==> config.mk <==
export PLATFORM = sky130hd
export DESIGN_NAME = harness_exit_monitor
export DESIGN_NICKNAME = d
export VERILOG_FILES = /design/src/rtl/harness_exit_pkg.sv /design/src/rtl/harness_exit_chan.sv /design/src/rtl/harness_exit_monitor.sv
export SDC_FILE = /design/constraint.sdc
export NUM_CORES = 1
export LEC_CHECK = 0
export CAP_MARGIN = 20
export CELL_PAD_IN_SITES_DETAIL_PLACEMENT = 0
export CELL_PAD_IN_SITES_GLOBAL_PLACEMENT = 1
export CORE_AREA = 2 2 259 261
export CTS_BUF_LIST = sky130_fd_sc_hd__clkbuf_4
export DETAILED_ROUTE_END_ITERATION = 6
export DIE_AREA = 0 0 261 263
export HOLD_SLACK_MARGIN = 0.02
export PLACE_DENSITY = 0.49
export SYNTH_ARGS = -nofsm -noshare
export SYNTH_HDL_FRONTEND = slang
export SYNTH_HIERARCHICAL = 1
export SYNTH_SLANG_ARGS = --single-unit
==> constraint.sdc <==
create_clock -name clk_i -period 6.3 [get_ports clk_i]
set_input_delay 0.945 -clock clk_i [delete_from_list [all_inputs] [get_ports clk_i]]
set_output_delay 0.945 -clock clk_i [all_outputs]
set_load 0.005 [all_outputs]
==> src/rtl/harness_exit_pkg.sv <==
// Shared types and constants for the harness end-of-test monitor.
package harness_exit_pkg;

   typedef enum logic [1:0] {
      CH_IDLE = 2'd0,
      CH_RUN  = 2'd1,
      CH_PASS = 2'd2,
      CH_FAIL = 2'd3
   } ch_state_e;

   typedef enum logic [1:0] {
      G_IDLE  = 2'd0,
      G_ARMED = 2'd1,
      G_DONE  = 2'd2
   } glob_state_e;

   localparam logic [31:0] DefPassCode = 32'd1;
   localparam int unsigned MboxWidth   = 32;

endpackage

==> src/rtl/harness_exit_chan.sv <==
// One monitored chip: mailbox hit decode, chip FSM and latched exit code.
module harness_exit_chan
   import harness_exit_pkg::*;
#(
   parameter int unsigned AddrWidth   = 14,
   parameter int unsigned DataWidth   = 512,
   parameter int unsigned MailboxAddr = 2**AddrWidth-1,
   parameter logic [31:0] PassCode    = DefPassCode
) (
   input  logic                   clk_i,
   input  logic                   rst_i,
   input  logic                   clear_i,
   input  logic                   active_i,
   input  logic                   wr_valid_i,
   input  logic [AddrWidth-1:0]   wr_addr_i,
   input  logic [DataWidth-1:0]   wr_data_i,
   input  logic [DataWidth/8-1:0] wr_be_i,
   output ch_state_e              state_o,
   output logic [MboxWidth-1:0]   code_o,
   output logic                   run_d_o,
   output logic                   fail_set_o
);

   localparam int unsigned BeW = DataWidth/8;

   ch_state_e state_q, state_d;
   logic [MboxWidth-1:0] code_q, code_d;
   logic [MboxWidth-1:0] code;
   logic hit;
   logic unused_ok;

   assign code = wr_data_i[DataWidth-1 -: MboxWidth];
   assign hit  = wr_valid_i
              && (wr_addr_i == AddrWidth'(MailboxAddr))
              && (&wr_be_i[BeW-1 -: 4]);
   assign unused_ok = ^{wr_data_i, wr_be_i};

   always_comb begin
      state_d    = state_q;
      code_d     = code_q;
      fail_set_o = 1'b0;
      if (clear_i) begin
         state_d = CH_RUN;
         code_d  = '0;
      end else if (active_i && hit && state_q == CH_RUN
                   && code != '0) begin
         code_d = code;
         if (code == PassCode) begin
            state_d = CH_PASS;
         end else begin
            state_d    = CH_FAIL;
            fail_set_o = 1'b1;
         end
      end
   end

   always_ff @(posedge clk_i or posedge rst_i) begin
      if (rst_i) begin
         state_q <= CH_IDLE;
         code_q  <= '0;
      end else begin
         state_q <= state_d;
         code_q  <= code_d;
      end
   end

   assign state_o = state_q;
   assign code_o  = code_q;
   assign run_d_o = (state_d == CH_RUN);

endmodule

==> src/rtl/harness_exit_monitor.sv <==
// End-of-test monitor: per-chip mailbox snooping, verdict aggregation
// and a cycle-count watchdog.
module harness_exit_monitor
   import harness_exit_pkg::*;
#(
   parameter int unsigned NumChips      = 1,
   parameter int unsigned AddrWidth     = 14,
   parameter int unsigned DataWidth     = 512,
   parameter int unsigned MailboxAddr   = 2**AddrWidth-1,
   parameter logic [31:0] PassCode      = DefPassCode,
   parameter int unsigned TimeoutCycles = 0,
   parameter int unsigned CntWidth      = 32
) (
   input  logic                            clk_i,
   input  logic                            rst_i,
   input  logic                            start_i,
   input  logic [NumChips-1:0]             wr_valid_i,
   input  logic [NumChips*AddrWidth-1:0]   wr_addr_i,
   input  logic [NumChips*DataWidth-1:0]   wr_data_i,
   input  logic [NumChips*DataWidth/8-1:0] wr_be_i,
   output logic [NumChips*2-1:0]           ch_state_o,
   output logic [NumChips*32-1:0]          exit_code_o,
   output logic                            done_o,
   output logic                            pass_o,
   output logic                            fail_o,
   output logic                            timeout_o,
   output logic [$clog2(NumChips):0]       first_fail_o,
   output logic [CntWidth-1:0]             cycles_o
);

   localparam int unsigned FfW = $clog2(NumChips) + 1;
   localparam int unsigned BeW = DataWidth/8;
   localparam logic [CntWidth-1:0] ToLast = CntWidth'(TimeoutCycles - 1);

   glob_state_e g_q, g_d;
   logic [CntWidth-1:0] cnt_q, cnt_d;
   logic to_q, to_d;
   logic [FfW-1:0] ff_q, ff_d, ff_idx;
   logic active, to_hit;
   logic [NumChips-1:0] run_q, run_d, fail_set, pass_v;
   ch_state_e st [NumChips];

   assign active = (g_q == G_ARMED) && !start_i;

   for (genvar c = 0; c < NumChips; c++) begin : g_chan
      harness_exit_chan #(
         .AddrWidth   (AddrWidth),
         .DataWidth   (DataWidth),
         .MailboxAddr (MailboxAddr),
         .PassCode    (PassCode)
      ) u_chan (
         .clk_i      (clk_i),
         .rst_i      (rst_i),
         .clear_i    (start_i),
         .active_i   (active),
         .wr_valid_i (wr_valid_i[c]),
         .wr_addr_i  (wr_addr_i[c*AddrWidth +: AddrWidth]),
         .wr_data_i  (wr_data_i[c*DataWidth +: DataWidth]),
         .wr_be_i    (wr_be_i[c*BeW +: BeW]),
         .state_o    (st[c]),
         .code_o     (exit_code_o[c*32 +: 32]),
         .run_d_o    (run_d[c]),
         .fail_set_o (fail_set[c])
      );
      assign ch_state_o[c*2 +: 2] = st[c];
      assign run_q[c]  = (st[c] == CH_RUN);
      assign pass_v[c] = (st[c] == CH_PASS);
   end

   assign to_hit = (TimeoutCycles != 0) && (cnt_q == ToLast);

   always_comb begin
      ff_idx = '1;
      for (int c = NumChips - 1; c >= 0; c--) begin
         if (fail_set[c]) ff_idx = FfW'(c);
      end
   end

   // A timeout only fires if some chip is still running after this edge.
   always_comb begin
      g_d   = g_q;
      cnt_d = cnt_q;
      to_d  = to_q;
      ff_d  = ff_q;
      if (start_i) begin
         g_d   = G_ARMED;
         cnt_d = '0;
         to_d  = 1'b0;
         ff_d  = '1;
      end else if (g_q == G_ARMED) begin
         if (ff_q == '1 && |fail_set) ff_d = ff_idx;
         if (cnt_q != '1) cnt_d = cnt_q + CntWidth'(1);
         if (!(|run_q)) begin
            g_d = G_DONE;
         end else if (to_hit && |run_d) begin
            g_d   = G_DONE;
            to_d  = 1'b1;
            cnt_d = cnt_q;
         end
      end
   end

   always_ff @(posedge clk_i or posedge rst_i) begin
      if (rst_i) begin
         g_q   <= G_IDLE;
         cnt_q <= '0;
         to_q  <= 1'b0;
         ff_q  <= '1;
      end else begin
         g_q   <= g_d;
         cnt_q <= cnt_d;
         to_q  <= to_d;
         ff_q  <= ff_d;
      end
   end

   assign done_o       = (g_q == G_DONE);
   assign pass_o       = done_o && !to_q && (&pass_v);
   assign fail_o       = done_o && !pass_o;
   assign timeout_o    = to_q;
   assign first_fail_o = ff_q;
   assign cycles_o     = cnt_q;

endmodule

; ---- Yosys cells after proc, flatten, opt, wreduce, memory -nomap -nowiden
; Index checks and enable logic that the tools add are counted.
[word_totals]
regBits = 69
in_bits = 594
output_inout_bits = 71
[op_classes]
n_reduce_logical = 20
n_eq_ne = 8
n_mux = 18
n_addsub = 1
[op_table]
columns = cell, count
row1 = 32-bit two-way mux, 5
row2 = 32-bit by 1-bit adder with 32-bit output (second input constant), 1
row3 = 32-bit by 1-bit == test with 1-bit output (second input constant), 1
row4 = 32-bit != test (second input constant), 1
row5 = 32-bit nonzero test, 1
row6 = 14-bit == test (second input constant), 1
row7 = 2-bit two-way mux, 5
row8 = 1-bit logical AND, 9
row9 = 1-bit two-way mux, 8
row10 = 2-bit nonzero test, 4
row11 = 2-bit AND reduction, 3
row12 = 2-bit by 1-bit == test with 1-bit output (second input constant), 2
row13 = 2-bit == test (second input constant), 2
row14 = 4-bit AND reduction, 1
row15 = 1-bit zero test, 2
row16 = 2-bit != test (second input constant), 1

; ---- Depth between registers and ports, before layout
; Gate-level depths: netlist of run 1.
[logic_depth]
word_depth = 12
mapped_depth = 10
mapped_depth_nobuf = 8

; ---- Modules after synthesis
; The synthesis of run 1 kept the hierarchy.
[by_module_without_submodules]
columns = mod, n_inst, area_per_inst_um2, cells_per_inst
row1 = harness_exit_monitor, 1, 2010.7, 213
row2 = harness_exit_chan, 1, 1491.4, 121

; ---- Least setup slack after synthesis of run 1
; Ideal clock, no wire load.
[synth_timing]
path_type = input port to flip-flop
from = input start_i
to = register g_chan[0].u_chan.code_q[14]
required_time_ns = 6.179
arrival_time_ns = 2.810
setup_ns = 0.121
setup_slack_ns = 3.369
stages = 10
n_path_buf = 4
cell_sequence = clkbuf_1 > clkbuf_1 > nor2_1 > nand4_1 > nor4_2 > o311ai_4 > and2_1 > buf_6 > buf_12 > a22o_1
[synth_via]
elab_chain_cells = 6
[synth_rtl]
columns = element, line_no
row1 = "start, declared", harness_exit_monitor.sv:16  ; input logic start_i,
row2 = 1-bit zero test, harness_exit_monitor.sv:43  ; assign active = (g_q == G_ARMED) && !start_i;
row3 = 1-bit logical AND, harness_exit_monitor.sv:43
row4 = net active, harness_exit_monitor.sv:39  ; logic active, to_hit;
row5 = 1-bit logical AND (2 in series), harness_exit_chan.sv:45  ; end else if (active_i && hit && state_q == CH_RUN
row6 = 1-bit logical AND, harness_exit_chan.sv:46  ; && code != '0) begin
row7 = 2-bit nonzero test (no line), --
row8 = "end signal, assigned", harness_exit_chan.sv:63  ; code_q <= code_d;
row9 = "end, declared", harness_exit_chan.sv:27  ; logic [MboxWidth-1:0] code_q, code_d;
; The timed path passes the listed nets, and every way through them passes these cells.
; A chain may end at the register's enable or synchronous reset.

; ---- Worst setup path in the final report of run 1
[layout_timing]
from = input wr_data_i[481]
to = register g_chan[0].u_chan.code_q[18]
[layout_via]
elab_chain_cells = 3
[layout_rtl]
columns = element, line_no
row1 = "start, declared", harness_exit_monitor.sv:19  ; input logic [NumChips*DataWidth-1:0] wr_data_i,
row2 = 32-bit nonzero test, harness_exit_chan.sv:46
row3 = 1-bit logical AND, harness_exit_chan.sv:46
row4 = 2-bit nonzero test (no line), --
; No other way between the ends.

==> impl_metrics.env, run 1 <==
export IMPL_initial_core_util=0.05317
export IMPL_cts_resized=0
export IMPL_avgSynthCellArea_um2=10.51
export IMPL_gr_total_overflow=0
export IMPL_cts_tree="done"
export IMPL_status="complete, no violations"
export IMPL_io_buffer_count=123
export IMPL_power_density_mw_per_mm2=132.9
export IMPL_dp_hpwl_mm=11.24
export IMPL_cts_buffer_depth=2
export IMPL_slowest_delay_ns=0.97
export IMPL_num_fill_cells=7651
export IMPL_relSlewSlack=0.2901
export IMPL_ir_worst_vdd_uv=62.17
export IMPL_antenna_found_initial=0
export IMPL_die_h_um=263
export IMPL_first_pass_iters=6
export IMPL_drive_gt1_frac=0.09091
export IMPL_dieArea_mm2=0.06864
export IMPL_vias=3118
export IMPL_crit_fanout=16
export IMPL_grt_pass1_vias=3221
export IMPL_period_share=0.5556
export IMPL_hold_ws_ns=0.5183
export IMPL_coreArea_mm2=0.06563
export IMPL_preCtsSetupSlack_ns=2.283
export IMPL_slew_violations=0
export IMPL_drt_iter0_markers=186
export IMPL_path_delay_family="simple AND/OR/NAND/NOR gates"
export IMPL_crit_arrival_ns=3.92
export IMPL_hold_violations=0
export IMPL_clock_sinks=69
export IMPL_worstSetupStartpointType="primary input"
export IMPL_gr_usage_met3=0.02157
export IMPL_finalCriticalPeriod_ns=3.500
export IMPL_crit_path_top_delay_cell="o311ai_4"
export IMPL_tightest_slew_ns=1.062
export IMPL_ant_nets=0
export IMPL_area_growth_pct=67.48
export IMPL_syn_inst=332
export IMPL_finalSetupTns_ns=0
export IMPL_setup_viol=0
export IMPL_multi_input_area_mm2=0.001627
export IMPL_postCtsSetupBuffers=0
export IMPL_finalWorstSetupSlack_ns=2.800
export IMPL_grtUsageMet2=0.06043
export IMPL_syn_area_mm2=0.003490
export IMPL_clk_latency_ns=0.50
export IMPL_grt_usage=0.04456
export IMPL_cp_required_ns=6.72
export IMPL_nets=1054
export IMPL_path_class="in -> reg"
export IMPL_ff_latch_area_mm2=0.001728
export IMPL_grt_pass1_wl_mm=22.18
export IMPL_cp_num_buf_inv=1
export IMPL_grt_max_degree=44
export IMPL_busiest_layer="met1"
export IMPL_leakagePower_nw=2.025
export IMPL_postCtsHoldBufs=0
export IMPL_cts_made_buffers=9
export IMPL_skew_ns=0.02095
export IMPL_use_met1=0.06131
export IMPL_wl_mm=14.54
export IMPL_io_pin_count=665
export IMPL_cts_root_buf="clkbuf_4"
export IMPL_n_antenna_cell=0
export IMPL_worstHoldPathType="reg -> reg"
export IMPL_crit_chain="clkdlybuf4s50_1 > nor4_1 > nand4_1 > o311ai_4 > and2_1 > a22o_1"
export IMPL_fmax_ghz=0.2857
export IMPL_maxCapViolCount=0
export IMPL_grt_setup_unrepaired="false"
export IMPL_drc=0
export IMPL_yosys_warnings=6
export IMPL_fp_row_count=94
export IMPL_wl_per_cell_um=10.96
export IMPL_routed_via_density=2.351
export IMPL_path_clk_slew_ns=0.12
export IMPL_end_kind="flop"
export IMPL_die_x_um=261
export IMPL_syn_nets=927
export IMPL_finish_utilization=0.08905
export IMPL_htreeDepth=3
export IMPL_gp_congestion=0.7147
## final timing paths
kind	to	slack [ns]	cells after the start	from
worst max-delay path	g_chan[0].u_chan/code_o[18]	2.80	6	wr_data_i[481]
worst min-delay path	g_chan[0].u_chan/code_o[26]	0.52	1	g_chan[0].u_chan/code_o[26]
worst max register to register	g_chan[0].u_chan/code_o[18]	3.19	7	g_q[1]
worst min register to register	g_chan[0].u_chan/code_o[26]	0.52	1	g_chan[0].u_chan/code_o[26]
max in group asynchronous	cycles_o[23]	5.01	3	rst_i
min in group asynchronous	g_chan[0].u_chan/code_o[16]	0.88	3	rst_i
## registers in the layout, summed over array words and instances, names as in the netlist
signal	cells
g_q	2
first_fail_o	1
g_chan.u_chan/state_o	2
cycles_o	32
g_chan.u_chan/code_o	32
## per-stage QoR
| step | instances | total power [mW] | cell area [um^2] |
|---|---|---|---|
| floorplan | 332 | 0.4787 | 3490 |
| global placement | 1311 | 0.5292 | 5741 |
| detailed placement | 1311 | 0.5300 | 5741 |
| CTS | 1325 | 0.8009 | 5833 |
| global route | 1326 | 0.8266 | 5844 |
| finish | 1326 | 0.7766 | 5844 |
## worst register-to-register path, stage by stage (launching register included)
cell,delay [ns]
dfrtp_1,0.48
nand2b_1,0.39
nor2_1,0.24
nand4_1,0.13
nor4_2,0.52
o311ai_4,0.45
and2_1,0.53
a22o_1,0.27
## layout by cell type, fill, tap and decap left out, drive strengths merged, types with 2 or more instances in the layout
master         instances
nor3                   9
a22o                  16
or4                    2
nand4b                 2
or3                    4
and2                   2
nand2b                 4
nor4                  22
mux2i                 15
nor2b                  4
nand4                 15
inv                   11
and3                   3
nand3                 22
and4                   2
xnor2                 15
o311ai                 2
a21o                   4
clkinv                 4
clkbuf                10
dfrtp                 68
mux2                   2
buf                    7
a31oi                  2
xor2                   8
nor2                  31
a21oi                  7
nand2                 10
nand3b                 2
clkdlybuf4s50        122
o21ai                 26
## final cells by class
type | count | area share
repair buffers | 129 | 0.2182
clock buffers | 10 | 0.01285
clock inverters | 4 | 0.002997
flip-flops and latches | 69 | 0.2957
inverters | 11 | 0.007065
well taps | 864 | 0.1850
multi-input cells | 239 | 0.2783
## power breakdown
part | total, mW | switching, mW | internal (mW)
clock | 0.257 | 0.180 | 0.0772
sequential | 0.448 | 0.00354 | 0.444
combinational | 0.0715 | 0.0343 | 0.0372
## per-layer routing
metal	vias to the layer above	wire length (um)
met5	-	0
met4	0	181
met3	15	1304
met2	132	5979
met1	1483	7073
li1	1488	-
No activity file was read; power rests on OpenSTA's default activity.
==> inputs of run 2 (changes only) <==
- CORE_AREA: 2 2 259 261 -> 2 2 262 264
- DIE_AREA: 0 0 261 263 -> 0 0 264 266
- clock period: 6.3 -> 3.51 ns (I/O delays scaled with it)
==> run 2 against run 1 <==
  * Sequential power rose by 79%
  * Flip-flop and latch count did not move
  * Global-route usage down 0.26 points
  * Register-to-register slack got worse by 2.6 ns
  * Non-clock buffer count is 3 higher
  * Critical path type is now reg -> reg
  * Highest routed layer unchanged
==> impl_metrics.env, run 2 (same netlist as run 1, synthesis figures left out) <==
export IMPL_die_h_um=266
export IMPL_worstSetupStartpointType="flop"
export IMPL_antenna_found_initial=1
export IMPL_grt_pass1_vias=3180
export IMPL_fin_cells=1350
export IMPL_cts_resized=0
export IMPL_wl_mm=14.46
export IMPL_finalPower_mw=1.423
export IMPL_period_share=0.8250
export IMPL_layout_commonest_cell="clkdlybuf4s50_1"
export IMPL_first_pass_iters=4
export IMPL_htreeDepth=3
export IMPL_drc=0
export IMPL_path_class="reg -> reg"
export IMPL_multi_input_area_mm2=0.001627
export IMPL_place_inst=1333
export IMPL_postCtsSetupBuffers=0
export IMPL_cts_root_buf="clkbuf_4"
export IMPL_cts_made_buffers=9
export IMPL_fmax_ghz=0.3453
export IMPL_maxCapViolCount=0
export IMPL_wl_per_cell_um=10.71
export IMPL_ir_worst_vdd_uv=119.9
export IMPL_vias=3171
export IMPL_fp_row_count=96
export IMPL_finish_utilization=0.08716
export IMPL_path_delay_family="simple AND/OR/NAND/NOR gates"
export IMPL_nets=1057
export IMPL_postCtsHoldBufs=0
export IMPL_finalSetupTns_ns=0
export IMPL_end_kind="flop"
export IMPL_setup_viol=0
export IMPL_timing_rr_start="g_q[1]"
export IMPL_leakagePower_nw=2.050
export IMPL_gp_congestion=0.7081
export IMPL_preCtsSetupSlack_ns=0.5505
export IMPL_initial_core_util=0.05151
export IMPL_drive_gt1_frac=0.1028
export IMPL_grt_max_degree=41
export IMPL_die_x_um=264
export IMPL_ff_latch_area_mm2=0.001728
export IMPL_crit_chain="nand2b_1 > nor2_1 > nand4_1 > nor4_2 > o311ai_4 > and2_1 > a22o_1"
export IMPL_clock_sinks=69
export IMPL_cp_required_ns=3.89
export IMPL_routed_via_density=2.349
export IMPL_skew_ns=0.02268
export IMPL_status="complete, no violations"
export IMPL_gr_total_overflow=0
export IMPL_coreArea_mm2=0.06775
export IMPL_dp_hpwl_mm=11.11
export IMPL_power_density_mw_per_mm2=241.0
export IMPL_relSlewSlack=0.5273
export IMPL_drt_iter0_markers=152
export IMPL_slowest_delay_ns=0.64
export IMPL_finalWorstSetupSlack_ns=0.6143
export IMPL_num_fill_cells=7913
export IMPL_dieArea_mm2=0.07022
export IMPL_r2r_setup_slack_ns=0.61
export IMPL_slew_violations=0
export IMPL_grt_pass1_wl_mm=21.31
export IMPL_clk_latency_ns=0.50
export IMPL_io_pin_count=665
export IMPL_ant_nets=0
export IMPL_final_cell_mix="122 x clkdlybuf4s50_1, 68 x dfrtp_1, 31 x nor2_1"
export IMPL_io_buffer_count=123
export IMPL_path_clk_slew_ns=0.13
export IMPL_cp_num_buf_inv=0
export IMPL_tightest_slew_ns=0.7025
export IMPL_crit_path_top_delay_cell="nor4_2"
export IMPL_reg2reg_to="g_chan[0].u_chan/code_o[17]"
export IMPL_r2r_cells=7
export IMPL_hold_violations=0
export IMPL_cts_tree="done"
export IMPL_finalCriticalPeriod_ns=2.896
export IMPL_crit_fanout=16
export IMPL_grt_usage=0.04193
export IMPL_cts_buffer_depth=2
export IMPL_grt_setup_unrepaired="false"
export IMPL_crit_arrival_ns=3.27
export IMPL_worstHoldPathType="in -> async"
export IMPL_area_growth_pct=69.20
==> run 2: through the flow <==
step	hold slack, ns	cell area (um^2)
floorplan	0.4895	3490
global placement	0.4821	5793
detailed placement	0.4827	5793
CTS	0.4478	5902
global route	0.4806	5902
finish	0.4928	5904
==> run 2: layout make-up <==
class / count / area share
Sequential cell: 69 / 0.2926
Tap cell: 882 / 0.1869
Clock buffer: 12 / 0.01526
Timing Repair Buffer: 132 / 0.2191
Inverter: 11 / 0.006993
Multi-Input combinational cell: 239 / 0.2755
Clock inverter: 4 / 0.003179
Antenna cell: 1 / 0.0004238
==> run 2: metal layers <==
layer / up-vias / part of all wire / track usage
li1: 1490 / - / -
met4: 0 / 0.011 / 0.01136
met1: 1528 / 0.49 / 0.05550
met5: - / 0 / 0
met3: 12 / 0.095 / 0.02190
met2: 141 / 0.41 / 0.05868
==> run 2: how the worst max path moves through the flow <==
stage	startpoint	end	cells past startpoint
finish	g_q[1]	g_chan[0].u_chan/code_o[17]	7
floorplan	start_i	g_chan[0].u_chan/code_o[22]	10
detailed placement	g_q[1]	g_chan[0].u_chan/code_o[14]	7
CTS	g_q[1]	g_chan[0].u_chan/code_o[17]	7
global route	g_q[1]	g_chan[0].u_chan/code_o[16]	7
global placement	g_q[1]	g_chan[0].u_chan/code_o[18]	7
==> run 2: power breakdown <==
group          switching [mW]  total, mW  internal (mW)  leakage (nW)
registers             0.00590      0.803          0.798         0.948
clock network           0.324      0.487          0.163        0.0685
logic                  0.0645      0.132         0.0676          1.03
==> run 2: worst min-delay path, cell delays in order <==
cell,delay [ns]
clkdlybuf4s50_1,0.44
inv_1,0.07
buf_4,0.41
==> inputs of run 3 (changes only) <==
- clock period: 3.51 -> 2.8 ns (I/O delays scaled with it)
==> run 3 against run 2 <==
  * Clock power rose by 66%
  * Flip-flop and latch count unchanged
  * Clock-buffer cell count fell by 2
  * Final cell count rose by 0.30%
  * Clock skew grew 0.0075 ns
  * Register-to-register slack worse by 0.29 ns
  * Die area did not move
  * Setup slack got worse by 0.39 ns
  * Critical endpoint is now fail_o
==> impl_metrics.env, run 3 (same netlist as run 1, synthesis figures left out) <==
export IMPL_status="complete, no violations"
export IMPL_crit_path_top_delay_cell="clkdlybuf4s50_1"
export IMPL_coreArea_mm2=0.06775
export IMPL_hold_violations=0
export IMPL_cts_made_buffers=9
export IMPL_routed_via_density=2.340
export IMPL_ant_nets=0
export IMPL_worstSetupStartpointType="flop"
export IMPL_htreeDepth=3
export IMPL_wl_met1_mm=6.943
export IMPL_grt_max_degree=61
export IMPL_cts_tree="done"
export IMPL_grt_pass1_wl_mm=21.58
export IMPL_vias=3168
export IMPL_fin_cells=1354
export IMPL_wl_per_cell_um=10.56
export IMPL_wl_mm=14.30
export IMPL_drt_iter0_markers=203
export IMPL_cts_root_buf="clkbuf_4"
export IMPL_nets=1062
export IMPL_postCtsHoldBufs=0
export IMPL_end_kind="primary output"
export IMPL_die_x_um=264
export IMPL_drive_gt1_frac=0.1144
export IMPL_place_inst=1338
export IMPL_period_share=0.9216
export IMPL_power_density_mw_per_mm2=328.9
export IMPL_slowest_delay_ns=0.54
export IMPL_die_h_um=266
export IMPL_maxCapViolCount=0
export IMPL_wl_met3_mm=1.339
export IMPL_postCtsSetupBuffers=0
export IMPL_crit_arrival_ns=2.16
export IMPL_clock_sinks=69
export IMPL_path_delay_family="buffers and inverters"
export IMPL_dp_hpwl_mm=11.03
export IMPL_gr_total_overflow=0
export IMPL_initial_core_util=0.05151
export IMPL_grt_usage=0.04189
export IMPL_num_fill_cells=7889
export IMPL_io_buffer_count=123
export IMPL_io_pin_count=665
export IMPL_path_clk_slew_ns=0.14
export IMPL_setup_viol=0
export IMPL_first_pass_iters=4
export IMPL_worstHoldPathType="in -> async"
export IMPL_slew_violations=0
export IMPL_skew_ns=0.03017
export IMPL_layout_commonest_cell="clkdlybuf4s50_1"
export IMPL_gp_congestion=0.7232
export IMPL_crit_chain="buf_4 > nor2b_1 > a21boi_0 > clkdlybuf4s50_1"
export IMPL_grt_setup_unrepaired="false"
export IMPL_dieArea_mm2=0.07022
export IMPL_grt_pass1_vias=3344
export IMPL_fp_row_count=96
export IMPL_cts_resized=1
export IMPL_fmax_ghz=0.3875
export IMPL_maxUsedRoutingLayer="met4"
export IMPL_drc=0
export IMPL_clk_latency_ns=0.49
export IMPL_crit_fanout=7
export IMPL_finalCriticalPeriod_ns=2.581
export IMPL_antenna_found_initial=0
export IMPL_relSlewSlack=0.4791
export IMPL_n_antenna_cell=0
export IMPL_area_growth_pct=72.64
export IMPL_cts_buffer_depth=2
export IMPL_path_class="reg -> out"
export IMPL_wl_met2_mm=5.870
export IMPL_ir_worst_vdd_uv=125.5
export IMPL_leakagePower_nw=2.109
export IMPL_final_cell_mix="122 x clkdlybuf4s50_1, 68 x dfrtp_1, 31 x nor2_1"
export IMPL_tightest_slew_ns=0.7814
export IMPL_finish_utilization=0.08893
export IMPL_cp_required_ns=2.38
export IMPL_cp_num_buf_inv=2
[run 3: through the flow]
step,total power [mW],TNS (ns),worst slack (ns),hold slack (ns),cell area [um^2]
detailed placement,1.197,-2.028,-0.1408,0.4892,5856
floorplan,1.077,0,0.3939,0.4895,3490
CTS,2.037,0,0.1269,0.3555,6025
finish,1.981,0,0.2194,0.3839,6025
global placement,1.195,-1.334,-0.08584,0.4818,5856
global route,2.090,0,0.08840,0.4100,6025
[run 3: final timing paths]
kind	cells after the start	slack (ns)	endpoint	startpoint
worst min register to register	1	0.52	g_chan[0].u_chan/code_o[15]	g_chan[0].u_chan/code_o[15]
worst min-delay path	3	0.38	g_chan[0].u_chan/code_o[16]	rst_i
max in group asynchronous	3	1.98	cycles_o[6]	rst_i
worst max-delay path	4	0.22	fail_o	g_q[1]
worst max register to register	8	0.32	g_chan[0].u_chan/code_o[20]	g_q[1]
min in group clk_i	1	0.52	g_chan[0].u_chan/code_o[15]	g_chan[0].u_chan/code_o[15]
[run 3: metal layers]
layer | vias up | global-route usage
met1 | 1523 | 0.05437
met5 | - | 0
met2 | 136 | 0.06124
met4 | 0 | 0.01060
li1 | 1498 | -
met3 | 11 | 0.02070
[run 3: layout make-up]
class                   count  area, um^2  share of cell area
multi-input cells         239        1633              0.2710
well taps                 882        1104              0.1832
clock buffers              10       75.07             0.01246
repair buffers            137        1356              0.2251
inverters                  11       41.29            0.006854
flip-flops and latches     69        1728              0.2868
clock inverters             6       87.58             0.01454
[run 3: power by group]
part / leakage [nW] / total (mW) / internal (mW) / switching [mW]
sequential: 0.948 / 1.01 / 1.00 / 0.00711
clock: 0.0903 / 0.809 / 0.371 / 0.437
combinational: 1.07 / 0.165 / 0.0870 / 0.0785
[run 3: worst min-delay path: cells and delay by family]
kind	cells	cell delay, ns
buffers and inverters	3	0.92
